## src/rtl/stage_three_wb.sv

```systemverilog
// Memory/write-back stage: an IDLE/WAIT FSM runs the data-memory req/ack access and picks ALU or load data for write-back.
// Optional feature macro: STAGE_THREE_TIMEOUT_EN (bounded WAIT with a sticky mem_fault).
module stage_three_wb #(
   parameter int DATA_W         = 16,
   parameter int TIMEOUT_CYCLES = 15
) (
   input  logic                  clk,
   input  logic                  rst,
   input  logic                  halt_sys,
   input  logic [2*DATA_W-1:0]   in_alu_result,
   input  logic [DATA_W-1:0]     in_R1_data,
   input  logic [1:0]            in_memc,
   input  logic                  in_reg_wr,
   input  logic                  in_R0_en,
   input  logic [7:0]            in_instr,
   output logic                  dmem_req,
   output logic                  dmem_we,
   output logic [DATA_W-1:0]     dmem_addr,
   output logic [DATA_W-1:0]     dmem_wdata,
   input  logic [DATA_W-1:0]     dmem_rdata,
   input  logic                  dmem_ack,
   output logic                  mem_busy,
   output logic [2*DATA_W-1:0]   s3_data,
   output logic                  s3_reg_wr,
   output logic                  s3_R0_en,
   output logic [7:0]            s3_instruction,
   output logic                  mem_fault
);

   typedef enum logic {ST_IDLE = 1'b0, ST_WAIT = 1'b1} state_t;

   state_t                r_state, w_state_nxt;
   logic                  w_capture, w_is_mem, w_ack_done, w_timeout, w_expire;
   logic                  r_dmem_req, r_dmem_we;
   logic [DATA_W-1:0]     r_dmem_addr, r_dmem_wdata;
   logic [2*DATA_W-1:0]   r_s3_data;
   logic                  r_s3_reg_wr, r_s3_R0_en;
   logic [7:0]            r_s3_instr;
   logic                  r_hold_reg_wr;
   logic [7:0]            r_hold_instr;

   always_ff @(posedge clk or posedge rst) begin
      if (rst) r_state <= ST_IDLE;
      else     r_state <= w_state_nxt;
   end

   always_comb begin
      w_state_nxt = r_state;
      w_capture   = 1'b0;
      w_is_mem    = 1'b0;
      w_ack_done  = 1'b0;
      w_timeout   = 1'b0;
      case (r_state)
         ST_IDLE: begin
            if (!halt_sys) begin
               w_capture = 1'b1;
               w_is_mem  = (in_memc == 2'b01) || (in_memc == 2'b10);
               if (w_is_mem) w_state_nxt = ST_WAIT;
            end
         end
         ST_WAIT: begin
            // An ack arriving on the expiry cycle still completes the access normally.
            if (dmem_ack) begin
               w_ack_done  = 1'b1;
               w_state_nxt = ST_IDLE;
            end else if (w_expire) begin
               w_timeout   = 1'b1;
               w_state_nxt = ST_IDLE;
            end
         end
      endcase
   end

   always_ff @(posedge clk or posedge rst) begin
      if (rst) begin
         r_dmem_req    <= 1'b0;
         r_dmem_we     <= 1'b0;
         r_dmem_addr   <= '0;
         r_dmem_wdata  <= '0;
         r_s3_data     <= '0;
         r_s3_reg_wr   <= 1'b0;
         r_s3_R0_en    <= 1'b0;
         r_s3_instr    <= '0;
         r_hold_reg_wr <= 1'b0;
         r_hold_instr  <= '0;
      end else begin
         r_s3_reg_wr <= 1'b0;
         if (w_capture && !w_is_mem) begin
            r_s3_data   <= in_alu_result;
            r_s3_reg_wr <= in_reg_wr;
            r_s3_R0_en  <= in_R0_en;
            r_s3_instr  <= in_instr;
         end else if (w_capture) begin
            r_dmem_req    <= 1'b1;
            r_dmem_we     <= in_memc[1];
            r_dmem_addr   <= in_alu_result[DATA_W-1:0];
            r_dmem_wdata  <= in_R1_data;
            r_hold_reg_wr <= in_reg_wr;
            r_hold_instr  <= in_instr;
         end else if (w_ack_done) begin
            r_dmem_req <= 1'b0;
            r_s3_instr <= r_hold_instr;
            if (!r_dmem_we) begin
               r_s3_data   <= {{DATA_W{1'b0}}, dmem_rdata};
               r_s3_reg_wr <= r_hold_reg_wr;
               r_s3_R0_en  <= 1'b0;
            end
         end else if (w_timeout) begin
            r_dmem_req <= 1'b0;
         end
      end
   end

`ifdef STAGE_THREE_TIMEOUT_EN
   localparam int CNT_W = $clog2(TIMEOUT_CYCLES + 1);
   logic [CNT_W-1:0] r_tcnt;
   logic             r_mem_fault;

   // r_tcnt counts completed ack-less WAIT cycles; the TIMEOUT_CYCLES-th one aborts the access.
   assign w_expire = (r_tcnt == CNT_W'(TIMEOUT_CYCLES - 1));

   always_ff @(posedge clk or posedge rst) begin
      if (rst) begin
         r_tcnt      <= '0;
         r_mem_fault <= 1'b0;
      end else begin
         if (w_capture && w_is_mem)              r_tcnt <= '0;
         else if (r_state == ST_WAIT && !dmem_ack) r_tcnt <= r_tcnt + 1'b1;
         if (w_timeout) r_mem_fault <= 1'b1;
      end
   end

   assign mem_fault = r_mem_fault;
`else
   assign w_expire  = 1'b0;
   assign mem_fault = 1'b0;
`endif

   assign mem_busy       = (r_state == ST_WAIT);
   assign dmem_req       = r_dmem_req;
   assign dmem_we        = r_dmem_we;
   assign dmem_addr      = r_dmem_addr;
   assign dmem_wdata     = r_dmem_wdata;
   assign s3_data        = r_s3_data;
   assign s3_reg_wr      = r_s3_reg_wr;
   assign s3_R0_en       = r_s3_R0_en;
   assign s3_instruction = r_s3_instr;

endmodule

```

## config.mk

```make
export PLATFORM = sky130hd
export DESIGN_NAME = stage_three_wb
export DESIGN_NICKNAME = d
export VERILOG_FILES = /design/src/rtl/stage_three_wb.sv
export SDC_FILE = /design/constraint.sdc
export NUM_CORES = 1
export LEC_CHECK = 0
export BUFFER_PORTS_ARGS = -buffer_cell sky130_fd_sc_hd__clkbuf_2
export CAP_MARGIN = 20
export CORE_MARGIN = 2
export CORE_UTILIZATION = 51
export DETAILED_ROUTE_END_ITERATION = 7
export GPL_ROUTABILITY_DRIVEN = 0
export PLACE_DENSITY = 0.87
export SLEW_MARGIN = 20
export SYNTH_ARGS = -nofsm -noshare
export SYNTH_HDL_FRONTEND = slang
export SYNTH_SLANG_ARGS = --single-unit
```

## constraint.sdc

```tcl
create_clock -name clk -period 5 [get_ports clk]
set_input_delay 0.5 -clock clk [delete_from_list [all_inputs] [get_ports clk]]
set_output_delay 0.5 -clock clk [all_outputs]
set_load 0.005 [all_outputs]
```

==> results of run 1 <==
## report_power, final
group	leakage (nW)	internal [mW]	switching, mW
Sequential	1.02	0.905	0.117
Combinational	1.19	0.335	0.245
Clock	0.0898	0.182	0.251
Total	2.31	1.42	0.614
## logic make-up (layout without fill, tap and decap cells)
logic type | count (synthesis) | after routing | share of synthesized area (%)
flops | 86 | 86 | 60.2
mux | 65 | 65 | 20.4
compound gates | 61 | 61 | 12.2
buf+inv | 38 | 193 | 4.48
simple gates | 15 | 15 | 2.24
other cells | 1 | 1 | 0.105
xor+xnor | 1 | 1 | 0.455
## per-stage QoR
stage	setup slack [ns]	power (mW)
2_1_floorplan	2.28	1.33
3_3_place_gp	2.44	1.59
3_5_place_dp	2.40	1.62
4_1_cts	2.77	2.06
5_1_grt	2.80	2.17
6_report	2.90	2.04
## area by class of cell
class	count	share of cell area, %
tap	96	2.62
multi-input combinational	143	27.7
clock buffer	9	2.70
sequential	86	47.0
inverter	19	1.58
clock inverter	7	1.07
timing repair buffer	158	17.4
## worst max-delay path: cells and delay by family
kind	cells	cell delay [ns]
simple gates	1	0.65
mux	1	0.53
buf+inv	2	0.46
xor+xnor	1	0.14
## routing by layer
metal,up-vias,routed length (um),track usage (%)
li1,1245,-,-
met4,0,91,7.13
met2,95,3950,35.0
met1,1295,3260,24.5
met3,10,539,5.94
met5,-,0,0
## worst paths after layout
path | from | to | slack, ns | cells past startpoint
worst max register to register | dmem_we$_DFFE_PP0P_ | s3_data[2]$_DFFE_PP0P_ | 2.92 | 3
worst min-delay path | rst | dmem_addr[0]$_DFFE_PP0P_ | 0.04 | 2
max in group asynchronous | rst | s3_data[30]$_DFFE_PP0P_ | 3.76 | 3
min in group clk | in_R1_data[5] | dmem_wdata[5]$_DFFE_PP0P_ | 0.38 | 2
worst max-delay path | in_memc[1] | dmem_addr[3]$_DFFE_PP0P_ | 2.90 | 5
worst min register to register | s3_data[5]$_DFFE_PP0P_ | s3_data[5]$_DFFE_PP0P_ | 0.50 | 1
## flip-flops by register name (all words and copies together) (netlist names)
name	count
dmem_we	1
s3_R0_en	1
s3_reg_wr	1
dmem_addr	16
s3_instruction	8
dmem_wdata	16
r_hold_reg_wr	1
mem_busy	1
r_hold_instr	8
s3_data	32
dmem_req	1
## cell usage after synthesis
cell      count
a21oi_1       3
a221o_1       2
a22o_1        1
and3_1        2
buf_2        10
buf_4         1
clkbuf_1      7
clkbuf_2      1
conb_1        1
dfrtp_1      86
inv_1        19
mux2_2       62
mux2i_1       3
nand2_1       3
nand2_2       1
nand2b_1      1
nand3b_2      1
nor2_1        3
nor3_1        3
o211ai_1     17
o21a_1       10
o21ai_0      18
o21ai_2       1
o32a_1        9
or2_1         1
xor2_2        1
==> summary.md, run 1 <==
| Metric | Value |
|---|---|
| RSZ-0062 raised after global routing | no |
| DR vias/cell | 5.11 |
| Cell Pwr Density | 445 nW/um^2 |
| Final ANT Viol Nets | 0 |
| Syn Area/Cell | between 10 and 15 um^2 |
| Fin Clk Skew | approximately 0.0091 ns |
| Synth area leaders | dfrtp_1 (60%), mux2_2 (20%), o211ai_1 (3.6%), o21ai_0 (2.5%), o32a_1 (2.5%) |
| Register Area | between 2000 and 2500 um^2 |
| P&R area growth vs syn | 28.1% |
| Post-synth top area share | about 60% |
| Final Cell Area | roughly 4600 um^2 |
| Max Slew Vio Count | 0 |
| Layout fillers | between 500 and 600 |
| Synth Warn # | 0 |
| Most frequent cells in the layout | clkbuf_2 (156), dfrtp_1 (86), mux2_2 (62) |
| Critical path startpoint category | input port |
| Period minus WS final | around 2.1 ns |
| Residual DRC count | 0 |
| Placed Instances | between 500 and 600 |
| Die area | ~7700 um^2 |
| First-pass iteration count of the detailed router | 4 |
| Cell taking the most area after synthesis | dfrtp_1 |
| Clk sinks | 86 |
| Max-Slew Margin vs Limit | roughly a third |
| Post-synth cell types | 26 |
| Ant diodes | 0 |
| Total number of vias | roughly 2600 |
| DR iter-0 viols | 110 |
| Area of the core | approximately 6800 um^2 |
| Leakage dissipation | 2.31 nW |
| CP Max Fanout | 44 |
| Antenna violations before repair | 0 |
| Post-DP Area | between 4000 and 5000 um^2 |
| Starting Density | a little over half |
| Routed WL | ~8000 um |
| Worst-case clock buffer depth | 2 |
| Status | finished, final reports clean |
| Vias in the first global route | ~2600 |
| Share of post-route cells with drive strength above 1 | a little under three fifths |
| PostCTS Resize Cnt | 0 |
| FMAX | between 400 and 500 MHz |
| Register bit total from synthesis | 86 |
| Io pins | 158 |
| Multi-input gate area | ~1300 um^2 |
| Most common cell after layout, fill and taps aside | clkbuf_2 |
| Max-cap violations | 0 |
| Dpl hpwl | 5520 um |
| Row Count | 30 |
| GRT Overall Usage | 20.4% |
| CP Capture Type | flip-flop |
| Worst Tran Pin Value | between 1 and 1.5 ns |
| Period utilisation layout | around two fifths |
| CTS tree | built |
| H-tree levels | 3 |
| CP max stage delay | 0.65 ns |
| Final nets | around 500 |
| CTS clock-pin slew for the worst setup and hold paths | 0.09 ns |
| Worst Path Arrival | between 2 and 2.5 ns |
| Horiz. Die Dim | approximately 90 um |
| First-pass GRT wire length | between 10000 and 15000 um |
| CP cell instances | clkbuf_2, xor2_2, buf_4, nand2_2, mux2_2 |
| Fin cells | approximately 520 |
| Post-CTS Setup Inserts | 0 |
| Fin util | roughly two thirds |
| Root Buffer | clkbuf_8 |
| Hold_ws | approximately 0.037 ns |
| WL per Instance | between 15 and 20 um |
| Total Neg Setup Slack | 0 ns |
| VDD IR max | 226 uV |
| Critical path type | in2reg |
| Worst Hold Class | in2async |
| Synth Net Count | 347 |
| Seq/Total Area, Yosys | between 60 and 70% |
| Largest net degree at the start of global routing | between 70 and 80 |
| Final setup viols | 0 |
| Mapped cell area | 3580 um^2 |
| Hold_buf cts | 0 |
| Die Y | 87.7 um |
| Worst skew pair latency | 0.34 ns |
| Synth Instances | approximately 270 |
| Input/output buffers | around 160 |
| Number of CTS-inserted buffers | 9 |
| Hold Fails Final Rpt | 0 |
| Worst path slowest cell | nand2_2 |
| Worst path required time | 5.22 ns |
| GRT overflow | 0 |
No activity file was read; power rests on OpenSTA's default activity.
==> run 2: changes to the inputs <==
--- a/config.mk
+++ b/config.mk
@@ -8,10 +8,10 @@
 export BUFFER_PORTS_ARGS = -buffer_cell sky130_fd_sc_hd__clkbuf_2
 export CAP_MARGIN = 20
 export CORE_MARGIN = 2
-export CORE_UTILIZATION = 51
+export CORE_UTILIZATION = 47
 export DETAILED_ROUTE_END_ITERATION = 7
 export GPL_ROUTABILITY_DRIVEN = 0
-export PLACE_DENSITY = 0.87
+export PLACE_DENSITY = 0.82
 export SLEW_MARGIN = 20
 export SYNTH_ARGS = -nofsm -noshare
 export SYNTH_HDL_FRONTEND = slang
==> constraint.sdc (replaced) <==
create_clock -name clk -period 2 [get_ports clk]
set_input_delay 0.2 -clock clk [delete_from_list [all_inputs] [get_ports clk]]
set_output_delay 0.2 -clock clk [all_outputs]
set_load 0.005 [all_outputs]
==> summary.md, run 2 (synthesis results as in run 1) <==
| Metric | Value |
|---|---|
| Max-Slew Margin vs Limit | 56.0% (+24 points) |
| H-tree levels | 3 (unchanged) |
| Max-cap violations | 0 (unchanged) |
| Worst Path Arrival | 1.89 ns (-0.43 ns) |
| WL per Instance | 15.3 um (+1.2%) |
| Starting Density | 49.0% (-3.6 points) |
| Share of post-route cells with drive strength above 1 | 57.4% (-0.14 points) |
| Residual DRC count | 0 (unchanged) |
| Worst Hold Class | in2reg |
| Largest net degree at the start of global routing | 34 (-56%) |
| Post-CTS Setup Inserts | 0 (unchanged) |
| Input/output buffers | 156 (unchanged) |
| Die area | 8320 um^2 (+8.1%) |
| Status | finished, final reports clean |
| Antenna violations before repair | 0 (unchanged) |
| CP cell instances | nor2_1, nand2b_1, buf_4, o21ai_0 |
| Clk pwr share | 23.8% (+2.5 points) |
| Int Pwr | 3.82 mW (+170%) |
| Cell Pwr Density | 1120 nW/um^2 (+150%) |
| Final Cell Area | 4720 um^2 (+3.1%) |
| Most frequent cells in the layout | clkbuf_2 (156), dfrtp_1 (86), mux2_2 (62) |
| Critical path startpoint category | flip-flop |
| Psw | 1.47 mW (+140%) |
| CP max stage delay | 0.48 ns (-0.17 ns) |
| Final setup viols | 0 (unchanged) |
| Max Slew Vio Count | 0 (unchanged) |
| GRT Overall Usage | 20.2% (-0.13 points) |
| Period utilisation layout | between 80% and 90% |
| RSZ-0062 raised after global routing | no |
| Root Buffer | clkbuf_8 |
| Leakage dissipation | 2.37 nW (+2.9%) |
| Total number of vias | 2724 (+3.0%) |
| CP Buf/Inv Count | 1 (-1) |
| Total Neg Setup Slack | 0 ns (unchanged) |
| Crit-path leading delay family | simple AND/OR/NAND/NOR gates |
| CTS tree | built |
| CTS clock-pin slew for the worst setup and hold paths | 0.08 ns (about the same) |
| CP Capture Type | flip-flop |
| First-pass iteration count of the detailed router | 4 (unchanged) |
| Switching part of the total | 27.7% (-2.4 points) |
| Vias in the first global route | 2738 (+5.0%) |
| Post-DP Area | 4510 um^2 (+2.4%) |
| Most common cell after layout, fill and taps aside | clkbuf_2 |
| Worst path required time | 2.24 ns (-2.98 ns) |
| DR iter-0 viols | 104 (-5.5%) |
| Number of CTS-inserted buffers | 9 (unchanged) |
| Dpl hpwl | 6090 um (+10%) |
| Worst Tran Pin Value | 0.659 ns (-0.359 ns) |
| Flop pwr share | 48.0% (-2.2 points) |
| Final nets | 506 (+1.8%) |
| Row Count | 31 (+3.3%) |
| GRT overflow | 0 (unchanged) |
| Final ANT Viol Nets | 0 (unchanged) |
| Die Y | 91.2 um (+4.0%) |
| Period minus WS final | between 1.5 and 2 ns |
| P&R area growth vs syn | 32.0% |
| Clk sinks | 86 (unchanged) |
| Io pins | 158 (unchanged) |
| Hold Fails Final Rpt | 0 (unchanged) |
| Routed WL | 8110 um (+3.4%) |
| Horiz. Die Dim | 91.2 um (+4.0%) |
| Largest register FFs | 32 (unchanged) |
| Ant diodes | 0 (unchanged) |
| Critical path type | reg2reg |
| Worst skew pair latency | 0.34 ns (about the same) |
| Comb power frac | 28.2% (-0.3 points) |
| VDD IR max | 551 uV (+140%) |
| Area of the core | 7290 um^2 (+7.3%) |
| FMAX | around 610 MHz |
| CP Max Fanout | 20 (-55%) |
| Fin Clk Skew | 0.00842 ns (-0.000655 ns) |
| Fin util | 64.7% (-2.7 points) |
| DR vias/cell | 5.15 (+0.85%) |
| Worst-case clock buffer depth | 2 (unchanged) |
| Worst path slowest cell | dfrtp_1 |
| First-pass GRT wire length | 13200 um (+9.2%) |
==> run 2: changes by cell type in the layout (fill, tap and decap cells not counted), moves of 2 or more <==
cell,before,now
buf_4,2,7
inv_6,2,0
bufinv_16,0,2
buf_12,0,3
==> run 2: area by class of cell <==
class / count / area (um^2)
inverters: 19 / 75.1
well taps: 99 / 124
clock buffers: 10 / 128
flip-flops and latches: 86 / 2150
repair buffers: 167 / 903
fillers: 600 / 2570
multi-input cells: 143 / 1260
clock inverters: 5 / 75.1
==> run 2: routing by layer <==
metal  global-route usage (%)  part of all wire (%)
met3                     5.39                   7.5
met5                        0                     0
met4                     6.82                  0.86
met1                     25.3                    41
met2                     34.1                    51
==> run 2: final timing paths <==
| kind | depth (start not counted) | from | endpoint | slack (ns) |
|---|---|---|---|---|
| worst max-delay path | 4 | mem_busy$_DFF_PP0_ | s3_data[27]$_DFFE_PP0P_ | 0.35 |
| worst min-delay path | 3 | in_alu_result[16] | s3_data[16]$_DFFE_PP0P_ | 0.09 |
| worst max register to register | 4 | mem_busy$_DFF_PP0_ | s3_data[27]$_DFFE_PP0P_ | 0.35 |
| worst min register to register | 1 | s3_data[14]$_DFFE_PP0P_ | s3_data[14]$_DFFE_PP0P_ | 0.49 |
| max in group asynchronous | 4 | rst | s3_data[23]$_DFFE_PP0P_ | 0.93 |
| min in group asynchronous | 3 | rst | dmem_wdata[3]$_DFFE_PP0P_ | 0.50 |
==> run 2: worst reg2reg max path, delay by kind of cell (launching register included) <==
family / cells / cell delay [ns]
AOI/OAI and AO/OA: 1 / 0.19
buffers and inverters: 1 / 0.34
DFF: 1 / 0.48
and+or+nand+nor: 2 / 0.55
==> run 2: through the flow <==
stage / setup slack [ns] / std cells / power, mW / hold WS, ns
2_1_floorplan: 0.428 / 267 / 3.32 / 0.296
3_3_place_gp: 0.365 / 513 / 4.01 / 0.303
3_5_place_dp: 0.314 / 513 / 4.09 / 0.317
4_1_cts: 0.300 / 529 / 5.35 / 0.0717
5_1_grt: 0.181 / 529 / 5.62 / 0.0763
6_report: 0.352 / 529 / 5.28 / 0.0907
==> run 2: power groups by stage <==
| stage | sequential (mW) | combinational [mW] | clock (mW) |
|---|---|---|---|
| after floorplan | 2.58 | 0.735 | 0 |
| after global placement | 2.55 | 1.46 | 0 |
| after detailed placement | 2.58 | 1.51 | 0 |
| after CTS | 2.54 | 1.52 | 1.30 |
| after global routing | 2.60 | 1.64 | 1.38 |
| final | 2.54 | 1.49 | 1.26 |
==> run 2: timing repair <==
item / 4_1_cts / 5_1_grt
hold buffers: 1 / 0
hold endpoints to repair: 26 / 0
setup endpoints to repair: 0 / 0
resized for setup: 0 / 0
==> run 3: changes to the inputs <==
--- a/config.mk
+++ b/config.mk
@@ -8,10 +8,10 @@
 export BUFFER_PORTS_ARGS = -buffer_cell sky130_fd_sc_hd__clkbuf_2
 export CAP_MARGIN = 20
 export CORE_MARGIN = 2
-export CORE_UTILIZATION = 47
+export CORE_UTILIZATION = 42
 export DETAILED_ROUTE_END_ITERATION = 7
 export GPL_ROUTABILITY_DRIVEN = 0
-export PLACE_DENSITY = 0.82
+export PLACE_DENSITY = 0.77
 export SLEW_MARGIN = 20
 export SYNTH_ARGS = -nofsm -noshare
 export SYNTH_HDL_FRONTEND = slang
==> constraint.sdc (replaced) <==
create_clock -name clk -period 1.4 [get_ports clk]
set_input_delay 0.14 -clock clk [delete_from_list [all_inputs] [get_ports clk]]
set_output_delay 0.14 -clock clk [all_outputs]
set_load 0.005 [all_outputs]
==> summary.md, run 3 (synthesis results as in run 1) <==
| Metric | Value |
|---|---|
| Status | finished, final reports clean |
| Area of the core | 8220 um^2 (+13%) |
| Share of post-route cells with drive strength above 1 | 58.8% (+1.3 points) |
| CP Max Fanout | 6 (-70%) |
| Switching part of the total | 27.6% (-0.18 points) |
| CP cell instances | buf_6, nand3b_4, mux2_2, mux2_2 |
| Worst Path Arrival | 1.61 ns (-0.28 ns) |
| WL per Instance | 15.2 um (-0.67%) |
| Flop pwr share | 45.6% (-2.4 points) |
| Worst path required time | 1.64 ns (-0.60 ns) |
| Antenna violations before repair | 0 (unchanged) |
| Vias in the first global route | 2747 (+0.33%) |
| VDD IR max | 721 uV (+31%) |
| Row Count | 33 (+6.5%) |
| Cell Pwr Density | 1620 nW/um^2 (+45%) |
| Clk sinks | 86 (unchanged) |
| Final setup viols | 0 (unchanged) |
| Die Y | 96.3 um (+5.5%) |
| Worst skew pair latency | 0.34 ns (about the same) |
| GRT overflow | 0 (unchanged) |
| Number of CTS-inserted buffers | 9 (unchanged) |
| Worst path slowest cell | dfrtp_1 |
| Total Neg Setup Slack | 0 ns (unchanged) |
| Period minus WS final | 1.37 ns (-0.275 ns) |
| Max Slew Vio Count | 0 (unchanged) |
| Period utilisation layout | 98.1% (+16 points) |
| Starting Density | 43.5% (-5.5 points) |
| Routed WL | 8280 um (+2.1%) |
| Hold Fails Final Rpt | 0 (unchanged) |
| Worst-case clock buffer depth | 2 (unchanged) |
| Most common cell after layout, fill and taps aside | clkbuf_2 |
| R2R setup slack | 0.03 ns (-0.33 ns) |
| GRT Overall Usage | 18.1% (-2.2 points) |
| Worst Hold Class | in2reg |
| H-tree levels | 3 (unchanged) |
| CTS tree | built |
| Int Pwr | 5.76 mW (+51%) |
| Largest register FFs | 32 (unchanged) |
| Critical path type | reg2reg |
| Total number of vias | 2729 (+0.18%) |
| Dpl hpwl | 6210 um (+2.0%) |
| Crit-path most repeated cell | mux2_2 |
| Die area | 9270 um^2 (+11%) |
| Largest net degree at the start of global routing | 57 (+68%) |
| Most frequent cells in the layout | clkbuf_2 (156), dfrtp_1 (86), mux2_2 (60) |
| Critical path startpoint category | flip-flop |
| DR iter-0 viols | 96 (-7.7%) |
| CP max stage delay | 0.41 ns (-0.07 ns) |
| Root Buffer | clkbuf_8 |
| CTS clock-pin slew for the worst setup and hold paths | 0.09 ns (about the same) |
| Psw | 2.19 mW (+50%) |
| Io pins | 158 (unchanged) |
| Input/output buffers | 156 (unchanged) |
| RSZ-0062 raised after global routing | yes |
| Max-cap violations | 0 (unchanged) |
| CP Capture Type | flip-flop |
| Leakage dissipation | 2.49 nW (+4.8%) |
| Clk pwr share | 26.2% (+2.4 points) |
| Final nets | 514 (+1.6%) |
| First-pass GRT wire length | 12600 um (-4.1%) |
| First-pass iteration count of the detailed router | 4 (unchanged) |
| Fin Clk Skew | 0.00924 ns (+0.000812 ns) |
| Residual DRC count | 0 (unchanged) |
| Total Power | 7.95 mW (+51%) |
| Horiz. Die Dim | 96.3 um (+5.5%) |
| Ant diodes | 0 (unchanged) |
| DR vias/cell | 5.02 (-2.6%) |
| FMAX | 728 MHz (+20%) |
| P&R area growth vs syn | 37.4% |
| Comb power frac | 28.2% (about the same) |
| Final ANT Viol Nets | 0 (unchanged) |
run 3: cell types whose count changed in the layout (fill, tap and decap cells not counted), moves of 2 or more:
cell      previous run  this run
buf_4                7        10
clkinv_2             3         0
buf_12               3         5
buf_6                0         2
clkinv_4             0         2
mux2_2              62        60
mux2_4               0         2
nand3b_4             0         2
run 3: metrics by stage:
stage               hold slack, ns  std cells  area (um^2)  worst slack [ns]  utilization, %
floorplan                    0.236        267         3620           -0.0715               -
finish                      0.0200        544         4910            0.0266            59.8
global placement             0.247        525         4620            0.0141            56.2
CTS                        0.00174        543         4900           -0.0103            59.6
global route               0.00296        544         4910           -0.0145            59.8
detailed placement           0.255        525         4620           -0.0299            56.2
run 3: critical path, delay by kind of cell, from the launching register on:
kind / cells / cell delay [ns]
simple gates: 1 / 0.11
mux: 2 / 0.61
buf+inv: 1 / 0.15
flops: 1 / 0.41
run 3: area by class of cell:
cell class	instances	area, um^2
clock inverters	6	119
flip-flops and latches	86	2150
well taps	105	131
repair buffers	174	988
fillers	693	3300
multi-input cells	144	1320
inverters	19	75.1
clock buffers	10	128
run 3: repair_timing:
action                                  4_1_cts  5_1_grt
gates cloned                                  1        0
hold buffers                                  1        0
buffers inserted                              0        1
resized for setup                             3        2
endpoints found under the setup margin       11       19
endpoints found under the hold margin        86        0
run 3: routing by layer:
metal	up-vias	GRT usage, %	part of all wire [%]
met3	7	6.19	9.2
li1	1290	-	-
met1	1329	21.4	41
met5	-	0	0
met2	103	30.4	48
met4	0	6.43	1.0
run 3: power by group through the flow:
stage | combinational, mW | sequential [mW] | clock (mW)
2_1_floorplan | 1.09 | 3.69 | 0
3_3_place_gp | 2.19 | 3.63 | 0
3_5_place_dp | 2.25 | 3.68 | 0
4_1_cts | 2.28 | 3.63 | 2.16
5_1_grt | 2.50 | 3.71 | 2.27
6_report | 2.25 | 3.62 | 2.08
run 3: final timing paths:
kind,start,end,cells past startpoint
worst max-delay path,mem_busy$_DFF_PP0_,s3_data[2]$_DFFE_PP0P_,4
worst min-delay path,in_R1_data[15],dmem_wdata[15]$_DFFE_PP0P_,2
worst max register to register,mem_busy$_DFF_PP0_,s3_data[2]$_DFFE_PP0P_,4
worst min register to register,dmem_req$_DFFE_PP0P_,dmem_req$_DFFE_PP0P_,2
max in group asynchronous,rst,dmem_addr[3]$_DFFE_PP0P_,4
min in group asynchronous,rst,s3_data[19]$_DFFE_PP0P_,4
